$ cat src/rtl/timer_pkg.sv
// -----------------------------------------------------------------------------
// timer_pkg
// Shared definitions for the countdown timer: field limits, field widths,
// FSM state encoding and small decode helpers on the time value.
// -----------------------------------------------------------------------------
package timer_pkg;

    localparam int MSEC_MAX = 99;
    localparam int SEC_MAX  = 59;
    localparam int MIN_MAX  = 59;
    localparam int HOUR_MAX = 23;

    localparam int MSEC_W = 7;
    localparam int SEC_W  = 7;
    localparam int MIN_W  = 7;
    localparam int HOUR_W = 5;

    typedef enum logic [1:0] {
        IDLE = 2'd0,
        RUN  = 2'd1,
        DONE = 2'd2
    } state_t;

    // True when the value is exactly 00:00:00:01, i.e. the next decrement
    // lands on zero.
    function automatic logic is_last_tick(
        input logic [MSEC_W-1:0] msec,
        input logic [SEC_W-1:0]  sec,
        input logic [MIN_W-1:0]  min,
        input logic [HOUR_W-1:0] hour
    );
        return (msec == 7'd1) && (sec == 7'd0) && (min == 7'd0) && (hour == 5'd0);
    endfunction

    // True when any field is nonzero.
    function automatic logic is_nonzero(
        input logic [MSEC_W-1:0] msec,
        input logic [SEC_W-1:0]  sec,
        input logic [MIN_W-1:0]  min,
        input logic [HOUR_W-1:0] hour
    );
        return (|msec) || (|sec) || (|min) || (|hour);
    endfunction

endpackage

$ cat src/rtl/time_down_counter.sv
// -----------------------------------------------------------------------------
// time_down_counter
// One digit stage of the countdown chain. Counts down by one whenever
// borrow_in is high; at zero it reloads MAX and raises borrow_out so the next
// stage decrements on the same edge.
// Ports:
//   clk, rst         clock, async active-high reset
//   clear            zero the stage (highest priority)
//   load, load_value capture a preset, saturated to MAX
//   borrow_in        decrement request from the lower stage / prescaler
//   value            current stage value (registered)
//   borrow_out       combinational: value==0 && borrow_in
// -----------------------------------------------------------------------------
module time_down_counter
    import timer_pkg::*;
#(
    parameter int MAX   = 99,
    parameter int WIDTH = 7
) (
    input  logic             clk,
    input  logic             rst,
    input  logic             clear,
    input  logic             load,
    input  logic [WIDTH-1:0] load_value,
    input  logic             borrow_in,
    output logic [WIDTH-1:0] value,
    output logic             borrow_out
);

    localparam logic [WIDTH-1:0] MAX_V  = WIDTH'(MAX);
    localparam logic [WIDTH-1:0] ZERO_V = {WIDTH{1'b0}};
    localparam logic [WIDTH-1:0] ONE_V  = WIDTH'(1);

    logic [WIDTH-1:0] value_r;
    logic [WIDTH-1:0] value_next_s;

    // Next value: clear, then saturating load, then decrement with reload.
    always_comb begin
        value_next_s = value_r;
        if (clear) begin
            value_next_s = ZERO_V;
        end else if (load) begin
            value_next_s = (load_value > MAX_V) ? MAX_V : load_value;
        end else if (borrow_in) begin
            value_next_s = (value_r == ZERO_V) ? MAX_V : (value_r - ONE_V);
        end else begin
            value_next_s = value_r;
        end
    end

    // Stage value register.
    always_ff @(posedge clk or posedge rst) begin
        if (rst) begin
            value_r <= ZERO_V;
        end else begin
            value_r <= value_next_s;
        end
    end

    assign value      = value_r;
    assign borrow_out = (value_r == ZERO_V) && borrow_in;

endmodule

$ cat src/rtl/countdown_timer.sv
// -----------------------------------------------------------------------------
// countdown_timer
// Loads an hh:mm:ss:cc preset and counts it down once per centisecond tick
// (FCOUNT system clocks) until zero, then reports completion.
// Ports:
//   clk, rst                    clock, async active-high reset
//   load + i_msec/i_sec/i_min/i_hour   capture preset (IDLE or DONE only)
//   start / stop / clear        control pulses (priority clear>load>stop>start)
//   msec, sec, min, hour        current value (registered)
//   running, done               FSM state decode
//   done_tick                   one-cycle pulse on entry to DONE
// -----------------------------------------------------------------------------
module countdown_timer
    import timer_pkg::*;
#(
    parameter int FCOUNT = 1_000_000
) (
    input  logic              clk,
    input  logic              rst,
    input  logic              load,
    input  logic [MSEC_W-1:0] i_msec,
    input  logic [SEC_W-1:0]  i_sec,
    input  logic [MIN_W-1:0]  i_min,
    input  logic [HOUR_W-1:0] i_hour,
    input  logic              start,
    input  logic              stop,
    input  logic              clear,
    output logic [MSEC_W-1:0] msec,
    output logic [SEC_W-1:0]  sec,
    output logic [MIN_W-1:0]  min,
    output logic [HOUR_W-1:0] hour,
    output logic              running,
    output logic              done,
    output logic              done_tick
);

    localparam int             PW         = (FCOUNT > 1) ? $clog2(FCOUNT) : 1;
    localparam logic [PW-1:0]  PRESC_LAST = PW'(FCOUNT - 1);
    localparam logic [PW-1:0]  PRESC_ONE  = PW'(1);

    state_t          state_r;
    state_t          next_state_s;
    logic [PW-1:0]   presc_r;
    logic            done_tick_r;
    logic            load_ok_s;
    logic            wrap_s;
    logic            running_s;
    logic            done_s;

    logic            msec_borrow_s;
    logic            sec_borrow_s;
    logic            min_borrow_s;
    // RUN never holds a zero value, so the hour stage can never borrow.
    logic            hour_borrow_unused_s;

    // Load is honoured only outside RUN and only if clear is not also present.
    assign load_ok_s = load && !clear && (state_r != RUN);
    // Prescaler wrap drives the decrement; it only advances in RUN.
    assign wrap_s    = (state_r == RUN) && (presc_r == PRESC_LAST);

    time_down_counter #(.MAX(MSEC_MAX), .WIDTH(MSEC_W)) u_msec (
        .clk(clk), .rst(rst), .clear(clear), .load(load_ok_s),
        .load_value(i_msec), .borrow_in(wrap_s),
        .value(msec), .borrow_out(msec_borrow_s)
    );

    time_down_counter #(.MAX(SEC_MAX), .WIDTH(SEC_W)) u_sec (
        .clk(clk), .rst(rst), .clear(clear), .load(load_ok_s),
        .load_value(i_sec), .borrow_in(msec_borrow_s),
        .value(sec), .borrow_out(sec_borrow_s)
    );

    time_down_counter #(.MAX(MIN_MAX), .WIDTH(MIN_W)) u_min (
        .clk(clk), .rst(rst), .clear(clear), .load(load_ok_s),
        .load_value(i_min), .borrow_in(sec_borrow_s),
        .value(min), .borrow_out(min_borrow_s)
    );

    time_down_counter #(.MAX(HOUR_MAX), .WIDTH(HOUR_W)) u_hour (
        .clk(clk), .rst(rst), .clear(clear), .load(load_ok_s),
        .load_value(i_hour), .borrow_in(min_borrow_s),
        .value(hour), .borrow_out(hour_borrow_unused_s)
    );

    // Prescaler: counts in RUN (including the stop cycle), holds otherwise.
    always_ff @(posedge clk or posedge rst) begin
        if (rst) begin
            presc_r <= '0;
        end else if (clear || load_ok_s) begin
            presc_r <= '0;
        end else if (state_r == RUN) begin
            presc_r <= wrap_s ? '0 : (presc_r + PRESC_ONE);
        end else begin
            presc_r <= presc_r;
        end
    end

    // FSM state register.
    always_ff @(posedge clk or posedge rst) begin
        if (rst) begin
            state_r <= IDLE;
        end else begin
            state_r <= next_state_s;
        end
    end

    // FSM next-state logic; a wrap that empties the value beats a coincident stop.
    always_comb begin
        next_state_s = state_r;
        if (clear) begin
            next_state_s = IDLE;
        end else if (load_ok_s) begin
            next_state_s = IDLE;
        end else begin
            case (state_r)
                IDLE: begin
                    if (start && is_nonzero(msec, sec, min, hour)) begin
                        next_state_s = RUN;
                    end else begin
                        next_state_s = IDLE;
                    end
                end
                RUN: begin
                    if (wrap_s && is_last_tick(msec, sec, min, hour)) begin
                        next_state_s = DONE;
                    end else if (stop) begin
                        next_state_s = IDLE;
                    end else begin
                        next_state_s = RUN;
                    end
                end
                DONE:    next_state_s = DONE;
                default: next_state_s = IDLE;
            endcase
        end
    end

    // FSM output decode from the state register.
    always_comb begin
        running_s = 1'b0;
        done_s    = 1'b0;
        case (state_r)
            IDLE: begin
                running_s = 1'b0;
                done_s    = 1'b0;
            end
            RUN: begin
                running_s = 1'b1;
                done_s    = 1'b0;
            end
            DONE: begin
                running_s = 1'b0;
                done_s    = 1'b1;
            end
            default: begin
                running_s = 1'b0;
                done_s    = 1'b0;
            end
        endcase
    end

    // Completion pulse, registered on the RUN->DONE edge.
    always_ff @(posedge clk or posedge rst) begin
        if (rst) begin
            done_tick_r <= 1'b0;
        end else begin
            done_tick_r <= (state_r == RUN) && (next_state_s == DONE);
        end
    end

    assign running   = running_s;
    assign done      = done_s;
    assign done_tick = done_tick_r;

endmodule

$ cat config.mk
export PLATFORM = sky130hd
export DESIGN_NAME = countdown_timer
export DESIGN_NICKNAME = d
export VERILOG_FILES = /design/src/rtl/timer_pkg.sv /design/src/rtl/time_down_counter.sv /design/src/rtl/countdown_timer.sv
export SDC_FILE = /design/constraint.sdc
export NUM_CORES = 1
export LEC_CHECK = 0
export CAP_MARGIN = 15
export CORE_UTILIZATION = 46
export CTS_CLUSTER_DIAMETER = 30
export DETAILED_ROUTE_END_ITERATION = 8
export GPL_TIMING_DRIVEN = 0
export PLACE_DENSITY = 0.72
export SYNTH_ARGS = -nofsm -noshare
export SYNTH_HDL_FRONTEND = slang
export SYNTH_SLANG_ARGS = --single-unit
$ cat constraint.sdc
create_clock -name clk -period 4.8 [get_ports clk]
set_input_delay 0.96 -clock clk [delete_from_list [all_inputs] [get_ports clk]]
set_output_delay 0.96 -clock clk [all_outputs]
set_load 0.05 [all_outputs]
[After elaboration in Yosys (flattened, before gate mapping)]
Index checks and enable logic that the tools add are counted.
Storage, ports and cells
  register bits after elaboration: 49
  output and inout port bits: 29
Operators by class
  $add $sub $neg: 5
  order comparisons: 4
  equal/unequal tests: 6
  muxes and demuxes: 31
  reduce and logical (&&, ||, !) cells: 31
Operators with widths (number)
  two-way mux 7 bit: 15
  two-way mux 20 bit: 3
  two-way mux 5 bit: 5
  zero test 7 bit: 3
  OR reduction 7 bit: 3
  subtractor 7 x 1 -> 7 bit (second input constant): 3
  adder 20 x 1 -> 20 bit (second input constant): 1
  equality test 20 bit (second input constant): 1
  greater-than comparator 7 x 6 -> 1 bit (second input constant): 2
  logical AND 1 bit: 12
  nonzero test 3 bit: 4
  equality test 7 x 1 -> 1 bit (second input constant): 1
  greater-than comparator 7 bit (second input constant): 1
  two-way mux 2 bit: 3
  one-hot mux 2 bit (3 select lines): 1
  greater-than comparator 5 bit (second input constant): 1
  zero test 5 bit: 1
  OR reduction 5 bit: 1
  subtractor 5 x 1 -> 5 bit (second input constant): 1
  equality test 2 bit (second input constant): 2
  logical OR 1 bit: 4
  two-way mux 1 bit: 4
  equality test 2 x 1 -> 1 bit (second input constant): 1
  zero test 2 bit: 1
  3 further kinds: 3

[Logic depth before layout (Yosys ltp)]
  depth after elaboration: 11
  gate-level depth with buffers: 8

[Modules after synthesis]
A second synthesis with hierarchy kept.
Unflattened totals
  cell total of the unflattened synthesis: 363
  area, all modules: 3190.6 sq um
By module, submodules not included
  countdown_timer: times used 1, cells an instance 149, area an instance 1336.3 sq um, seq. area each 575.6 sq um
  time_down_counter at u_min ...: times used 2, cells an instance 57, area an instance 501.7 sq um, seq. area each 175.2 sq um
  time_down_counter at u_msec: times used 1, cells an instance 61, area an instance 511.7 sq um, seq. area each 175.2 sq um
  time_down_counter at u_hour: times used 1, cells an instance 39, area an instance 339.1 sq um, seq. area each 125.1 sq um

[Worst setup path before layout]
OpenSTA, ideal clock, no wires.
  path type: register to register
  start: register u_min.value_r[0], in the netlist u_min.value[0]
  end: register u_hour.value_r[0], in the netlist u_hour.value[0]
  library setup time: 125 ps
  arrival: 2811 ps
  data required time: 4675 ps
  setup slack: 1865 ps
  stages on the path, launching flop included: 8
  path buffers: 0
  clock period less this slack: 2935 ps
  cell sequence: dfrtp_1 > inv_1 > ha_1 > or4b_2 > nor4_1 > or4b_1 > nand2_1 > mux2_2
On the way
  word-level cells in the longest chain between the ends: 3
RTL lines
  start, declared: RTL line time_down_counter.sv:34  | logic [WIDTH-1:0] value_r;
  start signal, assigned: RTL line time_down_counter.sv:56  | value_r <= value_next_s;
  zero test 7 bit: RTL line time_down_counter.sv:61  | assign borrow_out = (value_r == ZERO_V) && borrow_in;
  logical AND 1 bit: RTL line time_down_counter.sv:61
  nonzero test 3 bit (no line)
  end signal, assigned: RTL line time_down_counter.sv:56
  end, declared: RTL line time_down_counter.sv:34
Every way passes these cells.
A chain may end at the register's enable or synchronous reset.

[Final worst setup path]
  start: register u_min.value_r[0], in the netlist u_min.value[0]
  end: register u_hour.value_r[1], in the netlist u_hour.value[1]
Same word-level chain as after synthesis.

==> metrics.txt <==
status=complete, no violations; n_diodes=0; GRT Residual Overflow=0; worst-case clock buffer depth=2; hold_buf cts=0; CP max stage delay=0.62 ns; post-synth net total=404; drt first pass iters=5; hold endpoint=state_r[0]; final setup TNS=0 ns; DR DRC count=0; post-cts repair resize count=0; P&R area growth vs syn=25.46%; CP Max Fanout=5; slowest CP cell=or4b_2; hpwl dp=about 6400 um; hold path startpoint=state_r[1]; M3 GR Usage=4.280%; most common library cell in the layout ignoring fill and taps=clkdlybuf4s50_1; H-tree Lvls=2; pin count of the biggest net entering global routing=31; register area share after synthesis=about two fifths; clock transition at the registers of the reported paths=around 0.11 ns; min cycle time layout=between 3 and 4 ns; Final ANT Viol Nets=0; Peak VDD IR=approximately 0.0002 V; CTS tree=built; cells along the critical path=inv_1 -> ha_1 -> or4b_2 -> nor4_1 -> or4b_1 -> nand2_1 -> mux2_2; Worst Clk Skew=between 0.015 and 0.02 ns; core area=6756 um2; Total GRT Usage=24.81%; final wirelength=around 8600 um; fin nets=approximately 470; R2R Setup Slk=between 1.5 and 2 ns; max-cap violations=0; post-synth cell types=61; CP Data Arrival Time=approximately 3.3 ns; met1 usage=around a third; Die Y-Extent=85.40 um; R2R Path Start=u_min.value[0]; unrepaired setup endpoints after global routing=no; final period utilization=approximately two thirds; fin. max-slew vios=0; # IOs=between 60 and 70; Rel. slew slack=25.19%; Die W=85.40 um; FP Rows=30; Tot Pwr=roughly 1.6 mW; Crit Path Class=register to register; cell area after synthesis=about 3200 um2; cell taking the most area after synthesis=dfrtp_1; WL per Instance=16.82 um; initial core utilization=between 40% and 50%; share of cells above drive strength 1=about 6.0%; top_reg_cell synth=dfrtp_1; average size of a mapped cell=roughly 8.8 um2; final hold vios=0; most frequent cells in the layout=clkdlybuf4s50_1 (60), dfrtp_1 (49), nor2_1 (37), nand2_1 (23), inv_1 (18); quantity of I/O buffers inserted on ports=60; Via Count=~3100; Synth warnings=0; Worst path top cell family by delay=simple AND/OR/NAND/NOR gates; DR iter-0 viols=about 170; first-pass GRT wire length=14390 um; hold-critical path depth=1; asr flop ratio synth=100.0%; Reg-to-Reg End=u_hour.value[1]; share of Yosys cell area claimed by the top area cell type=38.33%; Sinks on Clock Net=49; CP bufs+invs=1; crit end category=register; worst slew pin tran=about 1.1 ns; PD cells=around 400 nW/um2; FMAX=roughly 0.32 GHz; vias per cell=between 6 and 7; placed cells=roughly 500; number of synthesized flops with an enable pin=0; GR peak layer=met2; worst reg2reg path depth=7; leakage=about 1.6 nW; Post-CTS Setup Bufs=0; Num CTS Buffers=5; cells after synthesis=roughly 360; initial antenna violation count=0; Final setup viols=0; Final Wtd Congestion=about 0.86; CP startpoint kind=register; vias in the first global route=~3000; Yosys reg bits=49; Die Area=7292 um2; CTS root buf=clkbuf_8; Layout Cells excl Fill=511; worst min-delay path class=register to register; worst-skew pair later-pin latency=0.32 ns; met2 Use GR=between 40% and 50%; Synth area leaders=dfrtp_1 (38%), nor2_1 (4.3%), ha_1 (3.9%); CP required=roughly 5 ns
metrics by stage:
step                      hold WS [ns]  utilization (%)  setup WS, ns  cell area [um2]
after floorplan                 0.4649                -         1.865             3199
after global placement          0.5037            57.72         1.480             3900
after detailed placement        0.5132            58.02         1.489             3920
after CTS                       0.5270            59.41         1.723             4014
after global routing            0.5657            59.41         1.459             4014
final                           0.5302            59.41         1.681             4014
kinds of logic (layout without fill, tap and decap cells):
logic type               after synthesis  in the layout  synth area share [%]
buffers and inverters                 36            105                 4.497
flip-flops                            49             49                 38.33
adder cells (fa/ha/maj)               10             10                 3.911
AND/OR/NAND/NOR                      163            163                 28.31
multiplexers                           8              8                 2.659
XOR/XNOR                              19             19                 5.201
AO/OA/AOI/OAI                         77             77                 17.09
sequential cells by signal (all words and copies together) (netlist names):
name	flops
u_min.value	7
u_hour.value	5
done_tick	1
state_r	2
u_sec.value	7
presc_r	20
u_msec.value	7
worst max-delay path by stage:
stage / start / to / slack, ns / cells past startpoint
after CTS: u_min.value[0] / u_hour.value[1] / 1.72 / 7
after global routing: u_msec.value[2] / u_sec.value[1] / 1.46 / 6
final: u_min.value[0] / u_hour.value[1] / 1.68 / 7
after detailed placement: clear / u_msec.value[1] / 1.49 / 7
after floorplan: u_min.value[0] / u_hour.value[0] / 1.86 / 7
after global placement: clear / u_msec.value[1] / 1.48 / 7
final cells by class:
class / count / area (um2)
Fill cell: 601 / 2743
Multi-Input combinational cell: 277 / 1829
Sequential cell: 49 / 1226
Timing Repair Buffer: 61 / 620.6
Tap cell: 80 / 100.1
Inverter: 20 / 75.07
Clock buffer: 5 / 68.82
Buffer: 16 / 68.82
Clock inverter: 3 / 25.02
power breakdown:
group          leakage [nW]  switching, mW  internal, mW  total [mW]
logic                 0.877          0.496         0.297       0.793
registers             0.658         0.0825         0.471       0.553
clock network        0.0447          0.159         0.106       0.265
per-layer routing:
layer,routed length (um),up-vias
li1,-,1485
met4,173,0
met2,4071,99
met1,3965,1510
met3,384,19
met5,0,-
cells in the mapped netlist (10+ instances only):
library cell	count
dfrtp_1	49
nand3_1	15
nand4_1	11
clkbuf_1	13
nor2_1	37
nand2_1	23
nor3_1	14
ha_1	10
o21ai_0	11
xor2_1	10
a21oi_1	15
inv_1	19
worst register-to-register path: stages (launching register included):
cell	delay, ns
dfrtp_1	0.43
inv_1	0.14
ha_1	0.17
or4b_2	0.62
nor4_1	0.47
or4b_1	0.60
nand2_1	0.24
mux2_2	0.36
No activity file was read; power rests on OpenSTA's default activity.
